`config.mk`:
```
export PLATFORM = sky130hd
export DESIGN_NAME = xmpl_fft_frm
export DESIGN_NICKNAME = d
export VERILOG_FILES = /design/src/rtl/xmpl_fft_frm.sv
export SDC_FILE = /design/constraint.sdc
export NUM_CORES = 1
export LEC_CHECK = 0
export BUFFER_PORTS_ARGS = -buffer_cell sky130_fd_sc_hd__clkbuf_2
export CORE_AREA = 4 4 329 267
export DETAILED_ROUTE_END_ITERATION = 10
export DIE_AREA = 0 0 333 271
export RECOVER_POWER = 100
export SLEW_MARGIN = 40
export SYNTH_ARGS = -nofsm -noshare
export SYNTH_HDL_FRONTEND = slang
export SYNTH_SLANG_ARGS = --single-unit
export TNS_END_PERCENT = 30
```
`constraint.sdc`:
```
create_clock -name clk_i -period 6.28 [get_ports clk_i]
set_input_delay 1.256 -clock clk_i [delete_from_list [all_inputs] [get_ports clk_i]]
set_output_delay 1.256 -clock clk_i [all_outputs]
set_load 0.02 [all_outputs]
```
`src/rtl/xmpl_fft_frm.sv`:
```
// Ping-pong framer that reorders a natural-order sample stream into per-frame
// bit-reversed order for a radix-2 FFT core; two banks let ingest and drain overlap.
module xmpl_fft_frm #(
  parameter int DATA_W = 16,
  parameter int LOG2N  = 4
) (
  input  logic              clk_i,
  input  logic              reset_i,
  input  logic              en_i,
  input  logic              clr_i,
  input  logic              in_valid_i,
  input  logic [DATA_W-1:0] in_data_i,
  output logic              in_ready_o,
  output logic              out_valid_o,
  output logic [DATA_W-1:0] out_data_o,
  output logic              out_sof_o,
  output logic              out_eof_o,
  input  logic              out_ready_i,
  output logic [7:0]        frm_cnt_o,
  output logic              busy_o
);

  localparam int N = 1 << LOG2N;
  localparam logic [LOG2N-1:0] CNT_LAST = '1;

  logic [DATA_W-1:0] mem_q [2][N];
  logic [1:0]        full_q, full_d;
  logic              wr_bank_q, wr_bank_d;
  logic              rd_bank_q, rd_bank_d;
  logic [LOG2N-1:0]  wr_cnt_q, wr_cnt_d;
  logic [LOG2N-1:0]  rd_cnt_q, rd_cnt_d;
  logic [7:0]        frm_cnt_q, frm_cnt_d;
  logic              wr_fire, rd_fire;

  function automatic logic [LOG2N-1:0] bitrev(input logic [LOG2N-1:0] a);
    logic [LOG2N-1:0] r;
    for (int i = 0; i < LOG2N; i++) r[i] = a[LOG2N-1-i];
    return r;
  endfunction

  assign in_ready_o  = en_i & ~full_q[wr_bank_q] & ~clr_i;
  assign out_valid_o = full_q[rd_bank_q];
  assign out_data_o  = mem_q[rd_bank_q][rd_cnt_q];
  assign out_sof_o   = out_valid_o & (rd_cnt_q == '0);
  assign out_eof_o   = out_valid_o & (rd_cnt_q == CNT_LAST);
  assign frm_cnt_o   = frm_cnt_q;
  assign busy_o      = full_q[0] | full_q[1] | (wr_cnt_q != '0);

  assign wr_fire = in_valid_i & in_ready_o;
  assign rd_fire = out_valid_o & out_ready_i & ~clr_i;

  // A completing write and a completing read always target different banks,
  // so their full-flag updates never collide.
  always_comb begin
    full_d    = full_q;
    wr_bank_d = wr_bank_q;
    rd_bank_d = rd_bank_q;
    wr_cnt_d  = wr_cnt_q;
    rd_cnt_d  = rd_cnt_q;
    frm_cnt_d = frm_cnt_q;
    if (wr_fire) begin
      wr_cnt_d = wr_cnt_q + 1'b1;
      if (wr_cnt_q == CNT_LAST) begin
        full_d[wr_bank_q] = 1'b1;
        wr_bank_d         = ~wr_bank_q;
      end
    end
    if (rd_fire) begin
      rd_cnt_d = rd_cnt_q + 1'b1;
      if (rd_cnt_q == CNT_LAST) begin
        full_d[rd_bank_q] = 1'b0;
        rd_bank_d         = ~rd_bank_q;
        frm_cnt_d         = frm_cnt_q + 8'd1;
      end
    end
    if (clr_i) begin
      full_d    = '0;
      wr_bank_d = 1'b0;
      rd_bank_d = 1'b0;
      wr_cnt_d  = '0;
      rd_cnt_d  = '0;
      frm_cnt_d = '0;
    end
  end

  always_ff @(posedge clk_i) begin
    if (reset_i) begin
      full_q    <= '0;
      wr_bank_q <= 1'b0;
      rd_bank_q <= 1'b0;
      wr_cnt_q  <= '0;
      rd_cnt_q  <= '0;
      frm_cnt_q <= '0;
    end else begin
      full_q    <= full_d;
      wr_bank_q <= wr_bank_d;
      rd_bank_q <= rd_bank_d;
      wr_cnt_q  <= wr_cnt_d;
      rd_cnt_q  <= rd_cnt_d;
      frm_cnt_q <= frm_cnt_d;
    end
  end

  // Sample storage is not reset; the full flags alone decide what is valid.
  always_ff @(posedge clk_i) begin
    if (wr_fire && !reset_i) mem_q[wr_bank_q][bitrev(wr_cnt_q)] <= in_data_i;
  end

endmodule

```
# Word-level counts from Yosys, hierarchy flattened
# Memories as Yosys holds them, arrays and structs flattened. A register that Yosys moved wholly into a read port is not among the register bits.
# Index checks and enable logic that the tools add are counted.
[totals]
latchBits = 0
mem_bits_rw = 512
inputBits = 22
register_bits = 20
memories = 1
wordCells = 68
mem_bits_ro = 0
[classes]
n_div = 0
shifts = 0
addsub = 3
mux = 21
magnitude_cmp = 7
n_eq_ne = 2
bitwise_logic = 18
n_mul = 0
reduce_logical = 10
[mem_list]
columns = ["name", "words", "width", "rd", "rd_ports_with_merged_regs", "wr", "line_no", "rtl"]
rows = [
  ["mem_q", 2, 256, 1, 1, 1, "26", "logic [DATA_W-1:0] mem_q [2][N];"],
]
[op_table]
columns = ["operator", "count"]
rows = [
  ["$mux 256", 1],
  ["$bmux 16 s4", 1],
  ["$demux 16 s4", 1],
  ["$mux 16", 3],
  ["$ge 5x5->1 const B", 2],
  ["$not 4->5", 2],
  ["$mux 1", 9],
  ["$add 4x1->4 const B", 2],
  ["$add 8x1->8 const B", 1],
  ["$eq 4x4->1 const B", 2],
  ["$mux 2", 4],
  ["$and 1x1->1", 7],
  ["$lt 5x1->1 const B", 1],
  ["$logic_and 1x1->1", 4],
  ["$logic_not 4->1", 1],
  ["$lt 1x2->1 const B", 2],
  ["$not 1->1", 4],
  ["$reduce_and 2->1", 2],
  ["$reduce_bool 4->1", 1],
  ["$and 2x2->2", 1],
  ["$demux 1 s1", 2],
  ["$ge 1x1->1 const B", 2],
  ["$not 2->2", 1],
  ["$or 1x1->1", 2],
  ["other kinds (3)", 3],
]

# Logic depth before layout (Yosys ltp)
[depth]
word_depth = 10
depth_mapped = 8
depth_no_buf = 6

# Least setup slack after synthesis
# OpenSTA, ideal clock, no wires.
[synth_timing]
kind = "input to register"
from = "in clr_i"
to = "mem mem_q[1][128] (netlist bit), enable pin"
stages = 4
required_time_ns = 5.892
slack_ns = 3.358
t_arrival_ns = 2.534
cell_sequence = "nand4b_1 nor2_1 nand2_1 nor2_1"
[synth_between]
elab_chain_cells = 6
[synth_rtl]
columns = ["item", "line_no", "rtl"]
rows = [
  ["start: declaration", "10", "input logic clr_i,"],
  ["$not 1->1", "41", "assign in_ready_o = en_i & ~full_q[wr_bank_q] & ~clr_i;"],
  ["$and 1x1->1", "41", ""],
  ["$and 1x1->1", "49", "assign wr_fire = in_valid_i & in_ready_o;"],
  ["$logic_and 1x1->1", "106", "if (wr_fire && !reset_i) mem_q[wr_bank_q][bitrev(wr_cnt_q)] <= in_data_i;"],
  ["$mux 1", "106", ""],
  ["$mux 256 (not written as such)", "106", ""],
  ["end: declaration", "26", ""],
]
# No other way between the ends.

# Final worst setup path
[layout_timing]
from = "reg rd_cnt_q[1]"
to = "out out_data_o[14]"
[layout_between]
elab_chain_cells = 4
[layout_rtl]
columns = ["item", "line_no", "rtl"]
rows = [
  ["start: declaration", "31", "logic [LOG2N-1:0] rd_cnt_q, rd_cnt_d;"],
  ["start signal: assignment", "99", "rd_cnt_q <= rd_cnt_d;"],
  ["$not 4->5 (not written as such)", "43", "assign out_data_o = mem_q[rd_bank_q][rd_cnt_q];"],
  ["$bmux 16 s4", "43", ""],
  ["$mux 16 (not written as such) (2 in a row)", "43", ""],
  ["end: declaration", "15", "output logic [DATA_W-1:0] out_data_o,"],
]
# No other way between the ends. The select of a mux whose other input is x is not followed.

==> results.cfg <==
[place]
gp_routability_congestion = 0.762
dpl.cell_count = 2367
placement.io_buffers = 50
hpwl_mm = 32.0

[timing]
fin_tns_setup_ns = 0
max_freq_mhz = 199
setup_violations = 0
fin_worst_skew_ns = 0.0519
final_hold_viol_count = 0
max_slew_margin = -0.276
period_share = 0.802
final_period_minus_worst_setup_slack_ns = 5.04
finalMaxSlewViolations = 267
unrepaired_setup_endpoints_after_global_routing = no
timing_worst_slew_pin_value_ns = 1.91

[die]
die_h_um = 271
io-pin-count = 51
die_x_um = 333
initial_core_util = 0.247
die_area_um2 = 90200
rows = 96
core_area_um2 = 84800

[global_routing]
via_count_of_the_first_global_routing_pass = 11000
grt_antenna_before_repair = 3
overflow_after_grt = 0
grt_pass1_wl_mm = 76.4
grt.total_usage = 0.113
grt_start_max_net_pins = 64

[power_and_ir_drop]
power_density_nw_per_um2 = 292
total_leakage_power_uw = 0.00698
vdd.ir_drop.worst_mv = 0.186

[finish]
combined_area_of_the_multi_input_logic_cells_um2 = 4820
final_layout_size_suffix_gt1_frac = 0.0990
layout.cells.most_common_list = edfxtp_1 (512), mux2i_1 (259), a22oi_1 (116)
post_layout_nonfiller_instances = 2471
fillCellCount = 8424
layout.area.seq_um2 = 15800
area.growth.synth_to_final_pct = 16.1
final_core_util = 0.287
insertedDiodeCount = 0
design.final.nets = 1328
layout_commonest_cell = edfxtp_1

[synth]
ys_types = 36
syn-cell-area_um2 = 21000
yosysSeqAreaShare = 0.753
syn_inst = 1212
synth_fp_nets = 1241
register_bit_count_reported_by_yosys = 533
synth-warning-count = 0
syn_avg_cell_area_um2 = 17.3

[setup_path]
worstSetupStartpointType = flip-flop
list_of_cells_traversed_by_the_critical_path = inv_1, nor2_1, buf_8, buf_4, a22oi_1, nand3_1, nand4_1, clkbuf_1
crit_path_end_kind = primary output
worst-path-max-fanout = 25
cpLargestDelayFamily = simple AND/OR/NAND/NOR gates
cp_data_required_time_ns = 5.02
cpPeakStageDelay_ns = 0.93
crit_path_top_delay_cell = nor2_1
timing.critical_path.arrival_ns = 3.78
timing.setup.critical_path_class = reg -> out
path_buf_inv = 4

[detailed_routing]
drt.antenna.violating_nets = 0
via_per_inst = 4.58
drc_errors = 0
average_routed_wire_per_standard_cell_um = 21.4
drt-pass1-iter-count = 5
vias = 11300
wirelength_mm = 52.8
detailedRoute.firstIterationViolations = 1110

[cts]
worst_setup_hold_path_clk_slew_ns = 0.06
numClockSinks = 533
cts_hold_buffers = 0
cts_root_buffer = clkbuf_16
ctsResizeCount = 0
cts-root-to-sink-buffers = 3
cts_made_buffers = 55
post-cts-setup-buffer-count = 0
tritoncts = built
clk_latency_ns = 0.62
cts-htree-levels = 2

[run]
max_cap_violations = 13

[hold_path]
min-delay-path-class = reg -> reg

[status]
status = finished with violations
failing_checks = max-capacitance violations, max-slew violations
metal layers:
| layer | part of all wire | track usage |
|---|---|---|
| met5 | 0.00066 | 0 |
| met4 | 0.017 | 0.0266 |
| met3 | 0.078 | 0.0271 |
| met2 | 0.46 | 0.179 |
| met1 | 0.45 | 0.157 |
registers in the layout, indices dropped and copies added (netlist names), named ones only:
register   flops
mem_q        512
frm_cnt_o      8
rd_cnt_q       4
wr_cnt_q       4
full_q         2
rd_bank_q      1
wr_bank_q      1
path summary, 6_finish.rpt:
kind                            depth (start not counted)         from  slack [ns]             end
worst min register to register                          2  wr_cnt_q[1]        0.52     wr_cnt_q[1]
worst max register to register                          6    wr_bank_q        2.21   mem_q[0][165]
worst max-delay path                                    8  rd_cnt_q[1]        1.24  out_data_o[14]
worst min-delay path                                    2  wr_cnt_q[1]        0.52     wr_cnt_q[1]
synth_stat cells:
master | count | area, um^2
a21oi_1 | 4 | 20.0
a22o_1 | 12 | 105
a22oi_1 | 116 | 871
a31oi_1 | 6 | 37.5
and2_1 | 2 | 12.5
and3_1 | 4 | 25.0
and3b_1 | 1 | 8.76
and4b_1 | 1 | 10.0
buf_1 | 3 | 11.3
buf_2 | 21 | 105
buf_4 | 17 | 128
buf_6 | 4 | 45.0
clkbuf_1 | 23 | 86.3
clkbuf_2 | 1 | 5.00
dfxtp_1 | 21 | 420
edfxtp_1 | 512 | 15400
ha_1 | 7 | 87.6
inv_1 | 7 | 26.3
mux2i_1 | 259 | 2590
nand2_1 | 16 | 60.1
nand3_1 | 57 | 285
nand3b_1 | 3 | 22.5
nand4_1 | 19 | 119
nand4_2 | 1 | 12.5
nand4b_1 | 1 | 8.76
nor2_1 | 58 | 218
nor2_2 | 3 | 18.8
nor2b_1 | 4 | 25.0
nor3_1 | 7 | 35.0
nor4_4 | 1 | 21.3
o21a_1 | 2 | 15.0
or2_2 | 1 | 6.26
or3_1 | 1 | 6.26
or3b_2 | 2 | 17.5
xnor2_1 | 4 | 35.0
xor2_1 | 11 | 96.3
power breakdown:
group	switching (uW)	internal, uW
Combinational	68.2	8.04
Clock	1360	1780
Sequential	0.735	3900
worst register-to-register path: cells and delay by family (launching register included):
family,cells,cell delay [ns]
buf+inv,1,0.70
mux,1,0.50
flops,1,0.55
simple gates,4,1.95
kinds of logic (layout without fill, tap and decap cells):
group	Yosys count	count (layout)	synth area share
flip-flops	533	533	0.753
XOR/XNOR	15	15	0.00626
AO/OA/AOI/OAI	140	140	0.0500
adder cells (fa/ha/maj)	7	7	0.00418
multiplexers	259	259	0.124
buffers and inverters	76	208	0.0194
AND/OR/NAND/NOR	182	182	0.0435
per-stage QoR:
step	worst slack [ns]	total power (uW)	hold slack, ns	area [um^2]
final	1.24	7110	0.525	24300
after CTS	1.57	7190	0.526	24500
after global placement	2.24	4050	0.498	22700
after detailed placement	2.23	4050	0.513	22800
after global routing	1.03	7350	0.555	24300
after floorplan	3.36	3980	0.481	21000
final cells by class:
cell class / count / area share
multi-input cells: 603 / 0.198
well taps: 1127 / 0.0579
inverters: 7 / 0.00108
repair buffers: 99 / 0.0221
flip-flops and latches: 533 / 0.649
clock inverters: 37 / 0.0139
clock buffers: 65 / 0.0581
(Power assumes the default switching activity.)
